[src/rtl/nec_bus_pkg.sv]
// Shared types and widths for the NEC V30 socket bus logic.
// Future IO decoders also import this package.
package nec_bus_pkg;

  localparam int NEC_ADDR_W = 20;
  localparam int NEC_DATA_W = 16;

  typedef enum logic [2:0] {
    IDLE,
    ADDR,
    REQ,
    DATA,
    RELEASE,
    ERR
  } nec_bus_state_t;

  // bit 0 selects the low byte (even address), bit 1 the high byte
  function automatic logic [1:0] nec_byte_en(input logic a0, input logic ube_n);
    return {~ube_n, ~a0};
  endfunction

endpackage

[src/rtl/nec_strobe_sync.sv]
// Synchronizer for one asynchronous CPU strobe, with level and single-cycle
// rise/fall pulses taken from the synchronized level and its one-cycle history.
module nec_strobe_sync #(
  parameter int   SYNC_STAGES = 2,
  parameter logic RST_VAL     = 1'b1
) (
  input  logic clk,
  input  logic reset_n,
  input  logic strobe,
  output logic level,
  output logic rise,
  output logic fall
);

  logic [SYNC_STAGES-1:0] sync_q;
  logic                   hist_q;

  always_ff @(posedge clk or negedge reset_n) begin
    if (!reset_n) begin
      sync_q <= {SYNC_STAGES{RST_VAL}};
      hist_q <= RST_VAL;
    end else begin
      sync_q <= (sync_q << 1) | SYNC_STAGES'(strobe);
      hist_q <= sync_q[SYNC_STAGES-1];
    end
  end

  assign level = sync_q[SYNC_STAGES-1];
  assign rise  = level & ~hist_q;
  assign fall  = ~level & hist_q;

endmodule

[src/rtl/nec_bus_ctrl.sv]
// NEC V30 bus-cycle controller: latches the multiplexed address, issues one
// req/ack transaction per CPU cycle, holds READY low until done, drives read data.
module nec_bus_ctrl
  import nec_bus_pkg::*;
#(
  parameter int                    SYNC_STAGES = 2,
  parameter int                    TIMEOUT     = 255,
  parameter logic [NEC_DATA_W-1:0] OPEN_BUS    = 16'hFFFF
) (
  input  logic                  clk,
  input  logic                  reset_n,
  input  logic [NEC_ADDR_W-1:0] nec_ad_in,
  input  logic                  nec_astb,
  input  logic                  nec_rd_n,
  input  logic                  nec_wr_n,
  input  logic                  nec_io_n,
  input  logic                  nec_ube_n,
  output logic [NEC_DATA_W-1:0] nec_ad_out,
  output logic                  nec_ad_oe,
  output logic                  nec_ad_dir,
  output logic                  nec_ready,
  output logic                  bus_req,
  output logic                  bus_we,
  output logic                  bus_io,
  output logic [NEC_ADDR_W-1:0] bus_addr,
  output logic [1:0]            bus_be,
  output logic [NEC_DATA_W-1:0] bus_wdata,
  input  logic [NEC_DATA_W-1:0] bus_rdata,
  input  logic                  bus_ack,
  output logic                  timeout
);

  localparam int CNT_W = (TIMEOUT < 1) ? 1 : $clog2(TIMEOUT + 1);

  logic astb_fall, astb_lvl_unused, astb_rise_unused;
  logic rd_lvl, rd_rise, rd_fall;
  logic wr_lvl, wr_rise, wr_fall;

  // ASTB idles low, so its synchronizer resets low to avoid a phantom
  // address phase when reset is released.
  nec_strobe_sync #(.SYNC_STAGES(SYNC_STAGES), .RST_VAL(1'b0)) u_sync_astb (
    .clk     (clk),
    .reset_n (reset_n),
    .strobe  (nec_astb),
    .level   (astb_lvl_unused),
    .rise    (astb_rise_unused),
    .fall    (astb_fall)
  );

  nec_strobe_sync #(.SYNC_STAGES(SYNC_STAGES), .RST_VAL(1'b1)) u_sync_rd (
    .clk     (clk),
    .reset_n (reset_n),
    .strobe  (nec_rd_n),
    .level   (rd_lvl),
    .rise    (rd_rise),
    .fall    (rd_fall)
  );

  nec_strobe_sync #(.SYNC_STAGES(SYNC_STAGES), .RST_VAL(1'b1)) u_sync_wr (
    .clk     (clk),
    .reset_n (reset_n),
    .strobe  (nec_wr_n),
    .level   (wr_lvl),
    .rise    (wr_rise),
    .fall    (wr_fall)
  );

  nec_bus_state_t        state_q, state_nxt;
  logic [CNT_W-1:0]      cnt_q, cnt_nxt, cnt_inc;
  logic                  ready_nxt, req_nxt, we_nxt, io_nxt, oe_nxt, tmo_nxt;
  logic [NEC_ADDR_W-1:0] addr_nxt;
  logic [1:0]            be_nxt;
  logic [NEC_DATA_W-1:0] wdata_nxt, ad_out_nxt;

  assign cnt_inc = (cnt_q == CNT_W'(TIMEOUT)) ? cnt_q : cnt_q + 1'b1;

  always_comb begin
    state_nxt  = state_q;
    cnt_nxt    = '0;
    ready_nxt  = nec_ready;
    req_nxt    = bus_req;
    we_nxt     = bus_we;
    io_nxt     = bus_io;
    addr_nxt   = bus_addr;
    be_nxt     = bus_be;
    wdata_nxt  = bus_wdata;
    ad_out_nxt = nec_ad_out;
    oe_nxt     = nec_ad_oe;
    tmo_nxt    = 1'b0;

    case (state_q)
      IDLE: begin
        if (astb_fall) begin
          addr_nxt  = nec_ad_in;
          be_nxt    = nec_byte_en(nec_ad_in[0], nec_ube_n);
          io_nxt    = ~nec_io_n;
          ready_nxt = 1'b0;
          state_nxt = ADDR;
        end
      end
      ADDR: begin
        if ((rd_fall || wr_fall) && !rd_lvl && !wr_lvl) begin
          ready_nxt = 1'b1;
          state_nxt = ERR;
        end else if (rd_fall) begin
          req_nxt   = 1'b1;
          we_nxt    = 1'b0;
          state_nxt = REQ;
        end else if (wr_fall) begin
          req_nxt   = 1'b1;
          we_nxt    = 1'b1;
          wdata_nxt = nec_ad_in[NEC_DATA_W-1:0];
          state_nxt = REQ;
        end
      end
      REQ: begin
        // an ack on the same cycle the count expires still wins
        if (bus_ack) begin
          req_nxt   = 1'b0;
          ready_nxt = 1'b1;
          if (!bus_we) begin
            ad_out_nxt = bus_rdata;
            oe_nxt     = 1'b1;
          end
          state_nxt = DATA;
        end else if (cnt_inc == CNT_W'(TIMEOUT)) begin
          req_nxt   = 1'b0;
          ready_nxt = 1'b1;
          tmo_nxt   = 1'b1;
          if (!bus_we) begin
            ad_out_nxt = OPEN_BUS;
            oe_nxt     = 1'b1;
          end
          state_nxt = DATA;
        end else begin
          cnt_nxt = cnt_inc;
        end
      end
      DATA: begin
        if (bus_we ? wr_rise : rd_rise) begin
          oe_nxt    = 1'b0;
          state_nxt = RELEASE;
        end
      end
      RELEASE: begin
        oe_nxt    = 1'b0;
        state_nxt = IDLE;
      end
      ERR: begin
        if (rd_lvl && wr_lvl) state_nxt = IDLE;
      end
      default: state_nxt = IDLE;
    endcase
  end

  always_ff @(posedge clk or negedge reset_n) begin
    if (!reset_n) begin
      state_q    <= IDLE;
      cnt_q      <= '0;
      nec_ready  <= 1'b1;
      bus_req    <= 1'b0;
      bus_we     <= 1'b0;
      bus_io     <= 1'b0;
      bus_addr   <= '0;
      bus_be     <= '0;
      bus_wdata  <= '0;
      nec_ad_out <= '0;
      nec_ad_oe  <= 1'b0;
      timeout    <= 1'b0;
    end else begin
      state_q    <= state_nxt;
      cnt_q      <= cnt_nxt;
      nec_ready  <= ready_nxt;
      bus_req    <= req_nxt;
      bus_we     <= we_nxt;
      bus_io     <= io_nxt;
      bus_addr   <= addr_nxt;
      bus_be     <= be_nxt;
      bus_wdata  <= wdata_nxt;
      nec_ad_out <= ad_out_nxt;
      nec_ad_oe  <= oe_nxt;
      timeout    <= tmo_nxt;
    end
  end

  assign nec_ad_dir = nec_ad_oe;

endmodule

[config.mk]
export PLATFORM = sky130hd
export DESIGN_NAME = nec_bus_ctrl
export DESIGN_NICKNAME = d
export VERILOG_FILES = /design/src/rtl/nec_bus_pkg.sv /design/src/rtl/nec_strobe_sync.sv /design/src/rtl/nec_bus_ctrl.sv
export SDC_FILE = /design/constraint.sdc
export NUM_CORES = 1
export LEC_CHECK = 0
export ABC_AREA = 1
export BUFFER_PORTS_ARGS = -buffer_cell sky130_fd_sc_hd__buf_2
export CAP_MARGIN = 30
export CORE_UTILIZATION = 57
export CTS_BUF_LIST = sky130_fd_sc_hd__clkbuf_4 sky130_fd_sc_hd__clkbuf_8
export CTS_CLUSTER_SIZE = 16
export DETAILED_ROUTE_END_ITERATION = 12
export PLACE_DENSITY = 0.93
export SETUP_SLACK_MARGIN = 0.15
export SLEW_MARGIN = 30
export SYNTH_ARGS = -nofsm -noshare
export SYNTH_HDL_FRONTEND = slang
export SYNTH_HIERARCHICAL = 1
export SYNTH_SLANG_ARGS = --single-unit
[constraint.sdc]
create_clock -name clk -period 3.21 [get_ports clk]
set_input_delay 0.642 -clock clk [delete_from_list [all_inputs] [get_ports clk]]
set_output_delay 0.642 -clock clk [all_outputs]
set_load 0.02 [all_outputs]
# Yosys cells after proc, flatten, opt, wreduce, memory -nomap -nowiden
# Index checks and enable logic that the tools add are counted.
# Widths: inputs -> output; s select.
[word_totals] ff_bits=80 input_bits=44 out_inout_bits=61 elab_cells=112
[op_classes] n_addsub=1 n_eq_ne=17 muxes=38 bitwise=18 reduce_logical=20
[op_table] operator="$mux 16" n=4
[op_table] operator="$mux 8" n=4
[op_table] operator="$mux 3" n=8
[op_table] operator="$mux 1" n=18
[op_table] operator="$eq 8x8->1 const B" n=2
[op_table] operator="$reduce_and 4->1" n=4
[op_table] operator="$pmux 3 s5" n=1
[op_table] operator="$ne 2x2->1 const B" n=7
[op_table] operator="$not 1->1" n=10
[op_table] operator="$add 8x1->8 const B" n=1
[op_table] operator="$eq 3x2->1 const B" n=2
[op_table] operator="$eq 3x3->1 const B" n=2
[op_table] operator="$ne 3x3->1 const B" n=2
[op_table] operator="$or 2x1->2" n=3
[op_table] operator="$pmux 1 s3" n=2
[op_table] operator="$reduce_and 3->1" n=2
[op_table] operator="$reduce_bool 2->1" n=3
[op_table] operator="$reduce_bool 3->1" n=2
[op_table] operator="$and 1x1->1" n=5
[op_table] operator="$reduce_and 5->1" n=1
[op_table] operator="$ne 4x4->1 const B" n=1
[op_table] operator="$eq 3x1->1 const B" n=1
[op_table] operator="$logic_and 1x1->1" n=3
[op_table] operator="$logic_not 3->1" n=1
[op_table] operator="4 further kinds" n=5

# Depth between registers and ports, before layout
[logic_depth] ltp_word=7 mapped_depth=14 ltp_nobuf=14

# Cells and area by module
# Netlist, hierarchy kept.
[by_module_without_submodules] module="nec_bus_ctrl" n_inst=1 cells_each=355 area_per_inst_um2=3170.5 seq_area_each_um2=1778.0
[by_module_without_submodules] module="nec_strobe_sync (u_sync_rd ...)" n_inst=2 cells_each=7 area_per_inst_um2=93.8 seq_area_each_um2=78.8
[by_module_without_submodules] module="nec_strobe_sync (u_sync_astb)" n_inst=1 cells_each=7 area_per_inst_um2=90.1 seq_area_each_um2=75.1

# Worst setup path after synthesis
# OpenSTA, ideal clock, no wires.
[synth_path] path_type="register -> register" start="register u_sync_rd.sync_q[1]" end="register bus_wdata[12]" setup_time_ps=118 arrival_time_ps=1656 required_time_ps=3092 setup_slack_ps=1437 stages_incl_launch_ff=13 n_path_buf=2 synth_period_minus_slack_ps=1773 path_cell_list="dfstp_2 > nor2_1 > nor2_1 > nor3_1 > nor2_1 > inv_1 > nor2_2 > inv_1 > or2_1 > buf_6 > buf_6 > nand2_1 > o21ai_2"
[synth_between] elab_chain_len=7 elab_cells_between_ends=9 cone_classes="4 x bitwise; 5 x reduce/logical"
[synth_rtl] element="start: declaration" line_no="nec_strobe_sync.sv:15" rtl="logic [SYNC_STAGES-1:0] sync_q;"
[synth_rtl] element="start signal: assignment" line_no="nec_strobe_sync.sv:20" rtl="sync_q <= {SYNC_STAGES{RST_VAL}};"
[synth_rtl] element="start signal: assignment" line_no="nec_strobe_sync.sv:23" rtl="sync_q <= (sync_q << 1) | SYNC_STAGES'(strobe);"
[synth_rtl] element="$not 1->1 *" line_no="nec_strobe_sync.sv:30" rtl="assign fall = ~level & hist_q;"
[synth_rtl] element="$and 1x1->1 *" line_no="nec_strobe_sync.sv:30"
[synth_rtl] element="named net rd_fall" line_no="nec_bus_ctrl.sv:36" rtl="logic rd_lvl, rd_rise, rd_fall;"
[synth_rtl] element="$logic_or 1x1->1" line_no="nec_bus_ctrl.sv:102" rtl="if ((rd_fall || wr_fall) && !rd_lvl && !wr_lvl) begin"
[synth_rtl] element="$logic_and 1x1->1 (2 in series)" line_no="nec_bus_ctrl.sv:102"
[synth_rtl] element="$not 1->1 (no source line)"
[synth_rtl] element="$reduce_and 4->1 (no source line) *"
[synth_rtl] element="end signal: assignment" line_no="nec_bus_ctrl.sv:179" rtl="bus_wdata <= wdata_nxt;"
[synth_rtl] element="end: declaration" line_no="nec_bus_ctrl.sv:27" rtl="output logic [NEC_DATA_W-1:0] bus_wdata,"
# Mark *: on every way through the listed nets, which the timed path passes. The rest lies on a longest branch.
# A chain may end at the register's enable or synchronous reset.

# Worst setup path after layout
[layout_path] start="register cnt_q[0]" end="register bus_req"
[layout_between] elab_chain_len=5 elab_cells_between_ends=6 cone_classes="1 x add/sub; 3 x eq/ne; 1 x mux; 1 x reduce/logical"
[layout_rtl] element="start: declaration" line_no="nec_bus_ctrl.sv:69" rtl="logic [CNT_W-1:0] cnt_q, cnt_nxt, cnt_inc;"
[layout_rtl] element="start signal: assignment" line_no="nec_bus_ctrl.sv:172" rtl="cnt_q <= cnt_nxt;"
[layout_rtl] element="$add 8x1->8 / $eq 8x8->1 (equally long branches)" line_no="nec_bus_ctrl.sv:75" rtl="assign cnt_inc = (cnt_q == CNT_W'(TIMEOUT)) ? cnt_q : cnt_q + 1'b1;"
[layout_rtl] element="$mux 8 *" line_no="nec_bus_ctrl.sv:75"
[layout_rtl] element="$eq 8x8->1 *" line_no="nec_bus_ctrl.sv:126" rtl="end else if (cnt_inc == CNT_W'(TIMEOUT)) begin"
[layout_rtl] element="$ne 3x3->1 (no source line) *"
[layout_rtl] element="$reduce_and 4->1 (no source line) *"
[layout_rtl] element="end signal: assignment" line_no="nec_bus_ctrl.sv:174" rtl="bus_req <= req_nxt;"
[layout_rtl] element="end: declaration" line_no="nec_bus_ctrl.sv:22" rtl="output logic bus_req,"
# Mark *: on every way between the ends. The rest lies on a longest branch, timed or not.

==> impl_metrics.py <==
metrics = {
    "clock_tree": {
        "cts_num_sinks": 80,
        "numCtsBuffers": 9,
        "post-cts-setup-buffer-count": 0,
        "cts.path.max_buffers": 2,
        "cts_htree_levels": 3,
        "cts_resized": 0,
        "insertion_delay_ps": 340,
        "cts.root.buffer_cell": "sky130_fd_sc_hd__clkbuf_8",
        "cts_tree": "yes",
        "clk_pin_slew_ps": 80,
        "hold_buffers": 0,
    },
    "critical_path": {
        "crit_path_end_kind": "flop",
        "crit_start": "cnt_q[0]",
        "crit_arrival_ps": 2340,
        "path_max_fanout": 14,
        "critical_setup_path_class": "flop to flop",
        "r2r.worst_path.cells": 13,
        "reg2reg_setup_slack_ps": 1100,
        "crit_end": "bus_req",
        "critical_path_required_ps": 3450,
        "worst_setup_path_start_kind": "flop",
        "reg2reg_to": "bus_req",
        "start_of_the_worst_register_to_register_path": "cnt_q[0]",
    },
    "pwr": {
        "sequentialPowerShare_pct": 39.7,
        "power_leakage_uw": 0.00223,
        "clock_network_fraction_of_design_power_pct": 21.1,
        "comb_power_share_pct": 39.1,
        "switching_share_pct": 40.2,
        "power.internal_uw": 2460,
        "p_sw_uw": 1650,
        "maximum_vdd_drop_uv": 635,
        "power_per_cell_area_mw_per_mm2": 979,
    },
    "timing": {
        "post-route-min-period_ps": 2110,
        "setup_slack_ps": 1100,
        "slew-limit-headroom_pct": 53.7,
        "pin_slew_with_the_least_headroom_to_its_limit_ps": 694,
        "fin_crit_sh_pct": 65.7,
        "final.setup_skew_ps": 12.3,
        "setup_repair_after_global_routing_missed_its_margin": "false",
        "timing.final.max_slew_violations": 0,
        "fmaxAchievable_mhz": 474,
        "number_of_hold_violations_in_the_final_report": 0,
        "sum_of_negative_setup_slack_ps": 0,
        "setup_viol_count_final": 0,
    },
    "global_route": {
        "via_count_of_the_first_global_routing_pass": 2713,
        "grt_pass1_wl_um": 12500,
        "grtUsageTotal_pct": 25.8,
        "grt_start_max_net_pins": 81,
        "global_route.overflow_total": 0,
        "number_of_antenna_violations_at_the_first_check_in_global_routing": 0,
    },
    "drt": {
        "total_length_of_routed_met2_wires_um": 3910,
        "wl_um": 7490,
        "drt-vias-per-instance": 5.08,
        "detail_route.wirelength.met1_um": 3120,
        "drtAntennaViolNets": 0,
        "route.detailed.wl_per_inst_um": 13.5,
        "routed_met3_length_um": 282,
        "maxUsedRoutingLayer": "met4",
        "via_count": 2822,
        "detail_route.iter0.violations": 223,
        "post-route-drc-count": 0,
        "dr.pass1.iters": 5,
    },
    "layout": {
        "fin_nets": 523,
        "post_route_cells_drive_above_1_share_pct": 35.6,
        "final_area_mm2": 0.00420,
        "final_common_cell": "sky130_fd_sc_hd__buf_2",
        "area_growth_syn_to_layout_pct": 22.1,
        "layout_common_cells": "sky130_fd_sc_hd__buf_2, sky130_fd_sc_hd__nand2_1, sky130_fd_sc_hd__dfrtp_1",
        "n_antenna_cell": 0,
    },
    "placed_design": {
        "post_dp_cell_area_mm2": 0.00396,
        "globalplace.congestion": 0.944,
        "preCtsSetupSlack_ps": 1080,
        "portBuffers": 104,
        "dp_hpwl_um": 5240,
    },
    "floorplan": {
        "die_outline_area_mm2": 0.00635,
        "floorplan.die.width_um": 79.7,
        "core_box_area_mm2": 0.00568,
        "start_util_pct": 60.6,
        "die_height_um": 79.7,
        "rows": 27,
        "floorplan.io_pins": 105,
    },
    "synthesis": {
        "yosys_warnings": 6,
        "syn-num-nets": 419,
        "syn_avg_cell_area_um2": 9.20,
        "postSynthCellCount": 374,
        "syn-cell-area_mm2": 0.00344,
    },
    "flow_run": {
        "max_cap_viol_count": 0,
    },
    "status": {
        "status": "completed",
    },
    "hold_path": {
        "hold_path.class": "input port to asynchronous set/reset pin",
    },
}
-- area by class of cell --
type,count,area (um2)
Clock buffer,14,180
Sequential cell,80,2010
Clock inverter,2,60.1
Fill cell,403,1470
Timing Repair Buffer,105,534
Tap cell,72,90.1
Multi-Input combinational cell,240,1170
Inverter,42,159
-- worst max-delay path, cell delays in order (launching register included) --
cell	delay (ps)
sky130_fd_sc_hd__dfrtp_1	410
sky130_fd_sc_hd__ha_1	260
sky130_fd_sc_hd__nand3_1	150
sky130_fd_sc_hd__clkinv_2	110
sky130_fd_sc_hd__nand2_4	140
sky130_fd_sc_hd__nand2_1	90
sky130_fd_sc_hd__nand2_1	70
sky130_fd_sc_hd__nand2_1	60
sky130_fd_sc_hd__nor2_2	130
sky130_fd_sc_hd__nand2_1	100
sky130_fd_sc_hd__nand2_2	230
sky130_fd_sc_hd__nand2_1	130
sky130_fd_sc_hd__nand2_1	80
sky130_fd_sc_hd__nand2_1	40
-- routing by layer --
metal  vias to the layer above  global-route usage [%]
met3                        22                    4.80
li1                       1369                       -
met2                        80                    42.9
met1                      1351                    32.8
met4                         0                    11.8
met5                         -                       0
-- metrics by stage --
stage | util, % | instances | hold slack (ps) | total power, uW
global route | 74.0 | 555 | 361 | 4360
CTS | 74.0 | 555 | 361 | 4130
finish | 74.0 | 555 | 335 | 4110
detailed placement | 69.7 | 539 | 347 | 3260
global placement | 69.7 | 539 | 334 | 3190
floorplan | - | 374 | 331 | 2720
-- worst min-delay path by stage --
stage	startpoint	endpoint	slack (ps)	cells after the start
after floorplan	u_sync_astb/sync_q[0]	u_sync_astb/sync_q[1]	330	0
after global placement	u_sync_astb/sync_q[0]	u_sync_astb/sync_q[1]	330	0
after detailed placement	u_sync_astb/sync_q[0]	u_sync_astb/sync_q[1]	350	0
after CTS	u_sync_rd/sync_q[0]	u_sync_rd/sync_q[1]	360	0
after global routing	u_sync_astb/sync_q[0]	u_sync_astb/sync_q[1]	360	0
final	reset_n	bus_wdata[13]	330	1
-- power by group through the flow --
stage                     sequential, uW  combinational (uW)  clock, uW
after floorplan                     2070                 654          0
after global placement              1630                1560          0
after detailed placement            1640                1620          0
after CTS                           1630                1630        872
after global routing                1680                1770        914
final                               1630                1610        869
-- sequential cells by signal, indices dropped and copies added, names as in the netlist --
signal and cells:
nec_ad_dir 1, u_sync_rd/hist_q 1, bus_be 2, u_sync_wr/sync_q 2, u_sync_astb/sync_q 2, state_q 3, bus_addr 20, timeout 1
bus_we 1, bus_req 1, nec_ad_out 16, cnt_q 8, nec_ready 1, u_sync_astb/hist_q 1, u_sync_rd/sync_q 2, bus_io 1
bus_wdata 16, u_sync_wr/hist_q 1
Power figures use the tool's default switching activity.
